$ cat config.mk
export PLATFORM = sky130hd
export DESIGN_NAME = abridor_de_porta
export DESIGN_NICKNAME = d
export VERILOG_FILES = /design/src/rtl/abridor_de_porta.sv
export SDC_FILE = /design/constraint.sdc
export NUM_CORES = 1
export LEC_CHECK = 0
export CAP_MARGIN = 10
export CORE_AREA = 8 8 50 52
export DETAILED_ROUTE_END_ITERATION = 7
export DIE_AREA = 0 0 58 60
export GPL_ROUTABILITY_DRIVEN = 0
export PLACE_DENSITY_LB_ADDON = 0.3
export SETUP_SLACK_MARGIN = 0.05
export SLEW_MARGIN = 20
export SYNTH_ARGS = -nofsm -noshare
export SYNTH_HDL_FRONTEND = slang
export SYNTH_SLANG_ARGS = --single-unit
$ cat constraint.sdc
create_clock -name clk -period 1.8 [get_ports clk]
set_input_delay 0.27 -clock clk [delete_from_list [all_inputs] [get_ports clk]]
set_output_delay 0.27 -clock clk [all_outputs]
set_load 0.02 [all_outputs]
$ cat src/rtl/abridor_de_porta.sv
// Automatic door-opener controller: synchronizes the c/h/p switches and drives
// a registered door-open command F with a post-release hold timer.
module abridor_de_porta #(
    parameter int unsigned SYNC_STAGES = 2,
    parameter int unsigned HOLD_CYCLES = 4
) (
    input  logic clk,
    input  logic rst_n,
    input  logic c,
    input  logic h,
    input  logic p,
    output logic F
);

    typedef enum logic [1:0] {
        ST_CLOSED = 2'd0,
        ST_OPEN   = 2'd1,
        ST_HOLD   = 2'd2
    } state_e;

    // Entering HOLD already consumes one of the hold cycles, hence the -1.
    localparam logic [7:0] HOLD_LOAD = (HOLD_CYCLES == 0) ? 8'd0 : 8'(HOLD_CYCLES - 1);
    localparam bit         HOLD_EN   = (HOLD_CYCLES != 0);

    logic [SYNC_STAGES-1:0] c_sync_q;
    logic [SYNC_STAGES-1:0] h_sync_q;
    logic [SYNC_STAGES-1:0] p_sync_q;
    logic                   c_s;
    logic                   h_s;
    logic                   p_s;
    logic                   open_req;

    state_e                 state_q;
    state_e                 state_d;
    logic [7:0]             cnt_q;
    logic [7:0]             cnt_d;
    logic                   f_q;
    logic                   f_d;

    always_ff @(posedge clk or negedge rst_n) begin
        if (!rst_n) begin
            c_sync_q <= '0;
            h_sync_q <= '0;
            p_sync_q <= '0;
        end else begin
            c_sync_q <= {c_sync_q[SYNC_STAGES-2:0], c};
            h_sync_q <= {h_sync_q[SYNC_STAGES-2:0], h};
            p_sync_q <= {p_sync_q[SYNC_STAGES-2:0], p};
        end
    end

    assign c_s      = c_sync_q[SYNC_STAGES-1];
    assign h_s      = h_sync_q[SYNC_STAGES-1];
    assign p_s      = p_sync_q[SYNC_STAGES-1];
    assign open_req = ~c_s & (h_s | p_s);

    always_ff @(posedge clk or negedge rst_n) begin
        if (!rst_n) begin
            state_q <= ST_CLOSED;
            cnt_q   <= 8'd0;
            f_q     <= 1'b0;
        end else begin
            state_q <= state_d;
            cnt_q   <= cnt_d;
            f_q     <= f_d;
        end
    end

    // Priority: close override, then open request, then hold expiry.
    always_comb begin
        state_d = state_q;
        cnt_d   = cnt_q;
        case (state_q)
            ST_CLOSED: begin
                if (open_req) begin
                    state_d = ST_OPEN;
                end
            end
            ST_OPEN: begin
                if (c_s) begin
                    state_d = ST_CLOSED;
                end else if (!open_req) begin
                    if (HOLD_EN) begin
                        state_d = ST_HOLD;
                        cnt_d   = HOLD_LOAD;
                    end else begin
                        state_d = ST_CLOSED;
                    end
                end
            end
            ST_HOLD: begin
                if (c_s) begin
                    state_d = ST_CLOSED;
                end else if (open_req) begin
                    state_d = ST_OPEN;
                end else if (cnt_q == 8'd0) begin
                    state_d = ST_CLOSED;
                end else begin
                    cnt_d = cnt_q - 8'd1;
                end
            end
            default: begin
                state_d = ST_CLOSED;
            end
        endcase
    end

    always_comb begin
        f_d = (state_d != ST_CLOSED);
    end

    assign F = f_q;

endmodule

* After elaboration in Yosys (flattened, before gate mapping)
Index checks and enable logic that the tools add are counted.
** Operators by class
- Add/sub/neg operators :: 1
- Multiply operators :: 0
- Div/mod/pow operators :: 0
- Order comparisons :: 0
- Eq/ne operators :: 7
- Shifts and indexed selects :: 0
- Multiplexer cells :: 13
- Bitwise operators :: 3
- Reductions and logical operators :: 5
** Operators by type and width (count)
- $mux W8 :: 5
- $pmux W8 S2 :: 1
- $mux W2 :: 6
- $ne A2 B2 Y1 const B :: 5
- $logic_not A8 Y1 :: 1
- $sub A8 B1 Y8 const B :: 1
- $pmux W2 S3 :: 1
- $reduce_and A6 Y1 :: 1
- $reduce_bool A2 Y1 :: 2
- $eq A2 B1 Y1 const B :: 1
- $eq A2 B2 Y1 const B :: 1
- $logic_not A2 Y1 :: 1
- $and A1 B1 Y1 :: 1
- $not A1 Y1 :: 1
- $or A1 B1 Y1 :: 1
** Word-level totals
- Register bits after elaboration :: 17
- Bits in latches :: 0
- Bits in writable memories :: 0
- Bits in read-only memories :: 0
- Input port bits :: 5
- Word-level logic and storage cells :: 35
- Memories kept :: 0

* Depth between registers and ports, before layout
- Depth after elaboration :: 6
- Depth in mapped cells :: 8
- Depth with buffers taken out :: 7

* Least setup slack after synthesis
No wires, ideal clock.
- Path type :: register to register
- Start point :: register cnt_q[3]
- End point :: register cnt_q[6]
- Setup time :: 119 ps
- Arrival :: 1659 ps
- Required time :: 1681 ps
- Slack :: 22 ps
- Stages on the path, launching flop included :: 6
- Buffers on the path :: 1
- Period minus slack after synthesis :: 1778 ps
- Path through :: dfrtp_1 -> or4_4 -> o311ai_4 -> buf_6 -> nor4_1 -> o21a_1
** On the way
- Cells in the longest elaborated chain, start to end :: 5
- Elaborated cells between the ends (all ways) :: 8
- Those cells by class :: add/sub: 1; eq/ne: 1; mux: 4; reduce/logical: 2
** Ends and longest elaborated chain
- start: declaration :: RTL line 35 : logic [7:0] cnt_q;
- start signal: assignment :: RTL line 64 : cnt_q <= cnt_d;
- $sub A8 B1 Y8 :: RTL line 99 : cnt_d = cnt_q - 8'd1;
- $mux W8 :: RTL line 96 : end else if (cnt_q == 8'd0) begin
- $mux W8 :: RTL line 94 : end else if (open_req) begin
- $mux W8 :: RTL line 92 : if (c_s) begin
- $pmux W8 S2 :: RTL line 73 : case (state_q)
Parallel ways exist; a longest one is shown, timed or not. The select of a mux whose other input is x is not followed.
A chain may end at the register's enable or synchronous reset.

* Final worst setup path
- Start point :: register cnt_q[3]
- End point :: register cnt_q[7]
The elaborated chain is that of the path after synthesis.

==> flow_summary.json <==
{
  "placed_cell_area_um2": 928,
  "rsz0062_at_grt": "yes",
  "worstReg2RegStart": "cnt_q[3]",
  "ctsHoldBuffers": 0,
  "avgRoutedWirePerCell_um": 13.7,
  "setup_viol": 0,
  "wirelength_um": 1440,
  "cts_made_buffers": 3,
  "vias": 570,
  "antenna_left": 0,
  "cp_data_arrival_time_ps": 1970,
  "nets": 94,
  "tightest_slew_ps": 294,
  "grt_max_degree": 18,
  "root_buffer": "clkbuf_4",
  "final_core_util_pct": 54.5,
  "p_sw_uw": 415,
  "hold_viol_final": 0,
  "pin_count": 6,
  "fin_area_um2": 982,
  "clockBufferDepth": 2,
  "start_util_pct": 43.5,
  "place_ws_ps": 45.7,
  "hp-class": "input port to asynchronous set/reset pin",
  "max_cap_viol_count": 0,
  "slew_headroom_pct": 80.3,
  "rows": 16,
  "cts.sinks": 17,
  "hpwlAfterDp_um": 1080,
  "p_leak_nw": 0.422,
  "use_met1_pct": 10.8,
  "swShare_pct": 34.4,
  "dp_cells": 101,
  "synth.distinct_cells": 31,
  "drtIter0Drc": 11,
  "cp-start-kind": "flop",
  "path_class": "flop to flop",
  "seqPwrFrac_pct": 43.3,
  "syn_inst": 70,
  "cp-end-kind": "flop",
  "skew_ps": 13.5,
  "multi_input_area_um2": 355,
  "core-area_mm2": 0.00180,
  "dr.pass1.iters": 3,
  "use_met3_pct": 1.94,
  "syn_area_um2": 785,
  "drive_gt1_share_pct": 28.7,
  "synth_fp_nets": 76,
  "cp_max_fo": 13,
  "synth_area_leaders": "dfrtp_1 (54%), a21oi_1 (3.8%), o311ai_4 (3.3%)",
  "antenna_cells": 0,
  "antenna_found_initial": 0,
  "tritoncts": "done",
  "status": "finished clean",
  "htree_levels": 1,
  "fp.dieH_um": 60,
  "grt_pass1_vias": 596,
  "dieArea_mm2": 0.00348,
  "synthArstFlopShare_pct": 100,
  "slew_viol_final": 0,
  "grt_pass1_wl_um": 2480,
  "synth_top_cell_area_share_pct": 54.2,
  "finalNonFillerCells": 105,
  "synth_edf_count": 0,
  "power_density_mw_per_mm2": 1230,
  "min_period_ps": 1740,
  "die_w_um": 58,
  "clkTransAtPathRegs_ps": 110,
  "synthFlopType": "dfrtp_1",
  "ys_ff_latch": 17,
  "numPortBuffers": 5,
  "ys_warn_count": 0,
  "gr-max-usage-layer": "met2",
  "synth_top_area_cell": "dfrtp_1",
  "fin_ws_ps": 57.3,
  "grt_usage_pct": 9.27,
  "area_growth_pct": 25.2,
  "fillers": 159,
  "fin_crit_sh_pct": 96.8,
  "clk_latency_ps": 290,
  "p_clk_share_pct": 16.8,
  "drc": 0,
  "comb_power_share_pct": 39.9,
  "peakVddDrop_v": 0.000703,
  "avgSynthCellArea_um2": 11.2,
  "setup.worst_path.start": "cnt_q[3]",
  "fmax_ghz": 0.574,
  "intPower_uw": 790,
  "via_per_inst": 5.43,
  "fin_setup_tns_ps": 0,
  "grt_use_met2_pct": 15.4,
  "worstPathRequired_ps": 2020,
  "ys_seq_area_share_pct": 54.2,
  "overflow": 0,
  "seq_area_um2": 425
}
[kinds of logic (layout without fill, tap and decap cells)]
family | after synthesis | in the layout | synth area share, %
fa+ha+maj | 1 | 1 | 1.59
simple gates | 28 | 28 | 22.5
xor+xnor | 1 | 1 | 1.12
buf+inv | 6 | 23 | 3.99
compound gates | 17 | 17 | 16.6
flops | 17 | 17 | 54.2
[cell usage after synthesis (all sizes together), types with 2 or more instances]
cell,instances
dfrtp,17
a21oi,6
inv,4
nand2b,4
nor2,4
or4,4
nor3,3
o31ai,3
or2,3
buf,2
nand2,2
o21ai,2
or3,2
[critical path: stages (launching register included)]
cell and delay, ps:
dfrtp_1 400, or4_4 590, o311ai_4 270, buf_12 170
o31ai_1 90, a21oi_2 150
[timing repair]
| action | 4_1_cts | 5_1_grt |
|---|---|---|
| setup buffers | 0 | 0 |
| pin swaps | 0 | 3 |
| setup endpoints to repair | 2 | 7 |
| gates resized for setup | 2 | 3 |
[final timing paths]
kind / to / slack [ps] / cells past startpoint
hold reg to reg: h_sync_q[1] / 360 / 0
min in group clk: h_sync_q[1] / 360 / 0
setup / recovery: cnt_q[7] / 60 / 5
hold / removal: cnt_q[0] / 290 / 2
max in group asynchronous: p_sync_q[0] / 1310 / 2
setup reg to reg: cnt_q[7] / 60 / 5
[registers in the layout, indices dropped and copies added, names as in the netlist]
name and flops:
F 1, h_sync_q 2, p_sync_q 2, c_sync_q 2, state_q 2, cnt_q 8
[placed cells by master, fill, tap and decap left out, types with 2 or more instances in the layout]
master            n
dfrtp_1          17
buf_4             9
a21oi_1           5
clkdlybuf4s50_1   5
nor2_1            4
or2_2             3
inv_1             3
nand2b_1          3
o31ai_1           3
or4_1             3
clkbuf_4          3
nand2_1           2
or3_1             2
o21ai_1           2
[metal layers]
layer | wire [µm] | share of wire (%)
met5 | 0 | 0
met4 | 14 | 0.97
met3 | 27 | 1.9
met2 | 709 | 49
met1 | 688 | 48
[power groups by stage]
stage | logic, mW | clock network, mW | registers, mW
floorplan | 0.292 | 0 | 0.523
global placement | 0.430 | 0 | 0.523
detailed placement | 0.441 | 0 | 0.524
CTS | 0.470 | 0.208 | 0.519
global route | 0.529 | 0.220 | 0.533
finish | 0.480 | 0.203 | 0.522
[per-stage QoR]
stage                     hold WS, ps  power [mW]
final                             288        1.20
after global routing              310        1.28
after CTS                         293        1.20
after detailed placement          337       0.964
after global placement            335       0.952
after floorplan                 -25.6       0.814
[final cells by class]
cell class,instances,area share (%)
clock buffers,4,2.68
inverters,4,1.53
multi-input cells,47,36.2
flip-flops and latches,17,43.3
well taps,18,2.29
repair buffers,15,14.0
Power figures use the tool's default switching activity.
==> patch 1: new RTL, config.mk and constraints unchanged <==
The parameter `SYNC_STAGES` goes from 2 to 4.
--- a/src/rtl/abridor_de_porta.sv
+++ b/src/rtl/abridor_de_porta.sv
@@ -1,7 +1,7 @@
 // Automatic door-opener controller: synchronizes the c/h/p switches and drives
 // a registered door-open command F with a post-release hold timer.
 module abridor_de_porta #(
-    parameter int unsigned SYNC_STAGES = 2,
+    parameter int unsigned SYNC_STAGES = 4,
     parameter int unsigned HOLD_CYCLES = 4
 ) (
     input  logic clk,
Formal check against the unedited RTL: not equivalent (Yosys sat finds a counterexample within 4 cycles, from zero or initial values and one cycle with rst_n low).
==> patch 1 against the original RTL <==
Cell count rose by 5.7%; via count up 8.6%; worst setup slack worse by 20 ps; synthesized area grew 19%; design area up 17%; wire length is 9.4% higher; total power up 14%; sequential cell count up 6; combinational power is essentially flat; critical path type unchanged; critical endpoint is now cnt_q[6]$_DFFE_PN0P_; largest power group unchanged.
==> patch 1: results <==
metrics = {
    "sta": {
        "slew_headroom_pct": 78.1,
        "fin_skew_ps": 5.35,
    },
    "synthesis": {
        "synth_cell_types": 30,
        "synth_common_cells": "23 x dfrtp_1, 6 x a21oi_1, 4 x inv_1, 4 x nand2b_1, 4 x nor2_1",
        "synthAdderAreaFrac_pct": 1.34,
        "synth_mux_area_share_pct": 0,
        "avgSynthCellArea_um2": 12.5,
        "seq_area_frac_synth_pct": 61.6,
        "synthTopCellsByArea": "dfrtp_1 62%, a21oi_1 3.2%, o311ai_4 2.8%",
        "synth_compound_area_share_pct": 14.9,
        "yosysMostFrequentCell": "dfrtp_1",
        "syn-num-nets": 81,
        "yosysWarnings": 0,
        "synth_xor_area_share_pct": 0.937,
    },
    "layout": {
        "layoutNonFillerInstCount": 111,
        "largest_register_ff_count": 8,
        "num-fill-cells": 134,
        "post_route_cells_drive_above_1_share_pct": 28.0,
        "fin_nets": 100,
    },
    "setup_path": {
        "arrival_ps": 2020,
        "crit_slowest_cell": "or4_4",
        "crit_fanout": 13,
    },
    "power_and_ir_drop": {
        "p_leak_nw": 0.505,
        "p_sw_mw": 0.452,
        "peakVddDrop_uv": 641,
    },
    "route": {
        "routed_wl_um": 1580,
        "drt_iter0_drc": 9,
        "vias": 619,
        "first_pass_iters": 4,
        "ant_nets": 0,
    },
    "status": {
        "status": "finished clean",
    },
    "clock_network": {
        "htree_levels": 1,
        "clk_latency_ps": 310,
        "cts.clk_slew.worst_paths_ps": 130,
    },
    "global_route": {
        "grt_usage_pct": 9.95,
        "grt_pass1_vias": 602,
        "grt_pass1_wl_um": 2620,
        "grt_max_degree": 24,
    },
    "place": {
        "pre_cts_slack_ps": -47.1,
        "dp_hpwl_um": 1100,
        "placed_area_mm2": 0.00106,
        "place_inst": 105,
    },
    "hold_path": {
        "hold_class": "primary input to asynchronous set/reset pin",
    },
}
-- patch 1: power groups by stage --
stage          clock (mW)  combinational (mW)  sequential, mW
2_1_floorplan           0               0.275           0.658
3_3_place_gp            0               0.402           0.654
3_5_place_dp            0               0.411           0.658
4_1_cts             0.257               0.460           0.651
5_1_grt             0.275               0.511           0.663
6_report            0.243               0.480           0.655
-- patch 1: path summary, 6_finish.rpt --
path / start / endpoint / slack (ps) / depth (start not counted)
worst max-delay path: cnt_q[3]$_DFFE_PN0P_ / cnt_q[6]$_DFFE_PN0P_ / 40 / 5
worst max register to register: cnt_q[3]$_DFFE_PN0P_ / cnt_q[6]$_DFFE_PN0P_ / 40 / 5
worst min-delay path: rst_n / c_sync_q[2]$_DFF_PN0_ / 290 / 2
max in group asynchronous: rst_n / cnt_q[4]$_DFFE_PN0P_ / 1290 / 2
worst min register to register: c_sync_q[1]$_DFF_PN0_ / c_sync_q[2]$_DFF_PN0_ / 360 / 0
min in group clk: c_sync_q[1]$_DFF_PN0_ / c_sync_q[2]$_DFF_PN0_ / 360 / 0
-- patch 1: metal layers --
metal  share of wire, %  GRT usage (%)  vias up
li1                   -              -      305
met1                 45           11.7      300
met2                 49           15.3       10
met3                4.0           3.01        4
met4                1.8           6.64        0
met5                  0              0        -
-- patch 1: cells by family after synthesis --
group / Yosys count
AND/OR/NAND/NOR: 27
flip-flops: 23
AO/OA/AOI/OAI: 17
buffers and inverters: 6
XOR/XNOR: 1
adder cells (fa/ha/maj): 1
-- patch 1: cell type report --
type	count	area [µm²]	share of cell area, %
multi-input combinational	46	357	31.1
inverter	4	15.0	1.31
clock buffer	3	22.5	1.97
tap	18	22.5	1.97
clock inverter	1	7.51	0.656
timing repair buffer	16	145	12.7
sequential	23	576	50.3
-- patch 1: what timing repair did --
action                                  CTS  global route
pin swaps                                 1             4
resized for setup                         4             1
buffers inserted                          1             1
endpoints found under the setup margin    7             7
-- patch 1: through the flow --
step | power [mW] | TNS, ps | hold WS [ps]
after global routing | 1.45 | 0 | 317
after floorplan | 0.933 | 0 | -25.6
after global placement | 1.06 | 0 | 332
final | 1.38 | 0 | 292
after CTS | 1.37 | 0 | 293
after detailed placement | 1.07 | -83.8 | 336
==> patch 2: new RTL, same settings <==
Made on the original files. Register the inputs `c`, `h` and `p` before use, without a reset. The logic sees them one clock later.
--- a/src/rtl/abridor_de_porta.sv
+++ b/src/rtl/abridor_de_porta.sv
@@ -22,6 +22,16 @@
     localparam logic [7:0] HOLD_LOAD = (HOLD_CYCLES == 0) ? 8'd0 : 8'(HOLD_CYCLES - 1);
     localparam bit         HOLD_EN   = (HOLD_CYCLES != 0);
 
+    logic c_q;
+    logic h_q;
+    logic p_q;
+
+    always_ff @(posedge clk) begin
+        c_q <= c;
+        h_q <= h;
+        p_q <= p;
+    end
+
     logic [SYNC_STAGES-1:0] c_sync_q;
     logic [SYNC_STAGES-1:0] h_sync_q;
     logic [SYNC_STAGES-1:0] p_sync_q;
@@ -43,9 +53,9 @@
             h_sync_q <= '0;
             p_sync_q <= '0;
         end else begin
-            c_sync_q <= {c_sync_q[SYNC_STAGES-2:0], c};
-            h_sync_q <= {h_sync_q[SYNC_STAGES-2:0], h};
-            p_sync_q <= {p_sync_q[SYNC_STAGES-2:0], p};
+            c_sync_q <= {c_sync_q[SYNC_STAGES-2:0], c_q};
+            h_sync_q <= {h_sync_q[SYNC_STAGES-2:0], h_q};
+            p_sync_q <= {p_sync_q[SYNC_STAGES-2:0], p_q};
         end
     end
 
Function: changed (Yosys sat finds a counterexample within 4 cycles, from zero or initial values and one cycle with rst_n low).
==> patch 2 against the original RTL <==
Total power up 18%; clock power increased by 77%; maximum frequency is 2.0% lower; synthesized area rose by 7.7%; global-route usage increased by 0.074 points; via count up 4.2%; design area grew 9.7%; largest power group unchanged; worst setup slack got worse by 35 ps; sequential power is 13% higher; sequential cell count rose by 3; critical endpoint is now cnt_q[6]$_DFFE_PN0P_; first-iteration DRC count increased by 36%; wire length increased by 0.49%.
==> patch 2: results <==
metrics = {
    "status": {
        "status": "finished clean",
    },
    "layout": {
        "post_route_cells_drive_above_1_share_pct": 31.9,
        "num-fill-cells": 157,
        "fin_nets": 101,
        "layoutNonFillerInstCount": 112,
    },
    "synthesis": {
        "syn-num-nets": 79,
        "syn_inst": 73,
        "synthTopCellsByArea": "dfrtp_1 50%, dfxtp_1 7.1%, a21oi_1 3.6%",
        "synthAdderAreaFrac_pct": 1.48,
        "synth_compound_area_share_pct": 15.4,
        "yosysWarnings": 0,
        "synth_cell_types": 32,
        "synth_common_cells": "17 x dfrtp_1, 6 x a21oi_1, 4 x nand2b_1, 4 x nor2_1",
    },
    "place": {
        "placed_area_um2": 991,
        "dp_hpwl_um": 1070,
        "pre_cts_slack_ps": 37.8,
    },
    "route": {
        "viasPerCell": 5.30,
        "first_pass_iters": 4,
        "routed_wl_um": 1450,
        "drt_iter0_drc": 15,
    },
    "sta": {
        "slew_headroom_pct": 77.9,
        "fin_skew_ps": 11.5,
    },
    "power_and_ir_drop": {
        "p_leak_nw": 0.473,
        "peakVddDrop_uv": 651,
        "p_sw_mw": 0.418,
    },
    "global_route": {
        "antenna_found_initial": 0,
        "gr-usage-met1_pct": 10.6,
        "met3_usage_pct": 3.01,
        "grt_pass1_vias": 589,
        "grt_max_degree": 18,
        "grt_pass1_wl_um": 2460,
        "grt.met2_usage_pct": 15.1,
        "grt_usage_pct": 9.35,
    },
    "setup_path": {
        "crit_fanout": 6,
        "crit_start": "cnt_q[5]$_DFFE_PN0P_",
    },
}
[patch 2: cell count changes after synthesis]
cell and change:
dfxtp_1 +3
[patch 2: repair_timing]
item	4_1_cts	5_1_grt
setup buffers	1	1
pin swaps	3	1
resized for setup	1	3
gates cloned	0	0
setup endpoints to repair	6	7
[patch 2: worst paths after layout]
path                                         end  slack, ps
max                         cnt_q[6]$_DFFE_PN0P_         20
min                         cnt_q[4]$_DFFE_PN0P_        280
max reg2reg                 cnt_q[6]$_DFFE_PN0P_         20
min reg2reg                h_sync_q[0]$_DFF_PN0_        340
max in group asynchronous  c_sync_q[1]$_DFF_PN0_       1330
min in group clk           h_sync_q[0]$_DFF_PN0_        340
[patch 2: worst max-delay path, cell delays in order (launching register included)]
cell	delay, ps
dfrtp_1	420
or4_4	560
o311ai_4	330
buf_4	180
o31a_1	120
o21a_1	110
[patch 2: power groups by stage]
stage               Combinational [mW]  Clock (mW)  Sequential, mW
floorplan                        0.284           0           0.591
global placement                 0.421           0           0.591
detailed placement               0.425           0           0.593
CTS                              0.428       0.371           0.586
global route                     0.515       0.394           0.596
finish                           0.468       0.360           0.588
[patch 2: per-layer routing]
metal / part of all wire, % / up-vias
li1: - / 303
met1: 50 / 284
met4: 0.69 / 0
met2: 45 / 5
met3: 3.5 / 2
met5: 0 / -
[patch 2: final cells by class]
cell class | count | area [µm²] | area share, %
Multi-Input combinational cell | 47 | 347 | 32.2
Inverter | 4 | 15.0 | 1.39
Clock buffer | 3 | 22.5 | 2.09
Timing Repair Buffer | 19 | 155 | 14.4
Tap cell | 18 | 22.5 | 2.09
Clock inverter | 1 | 30.0 | 2.79
Sequential cell | 20 | 485 | 45.1
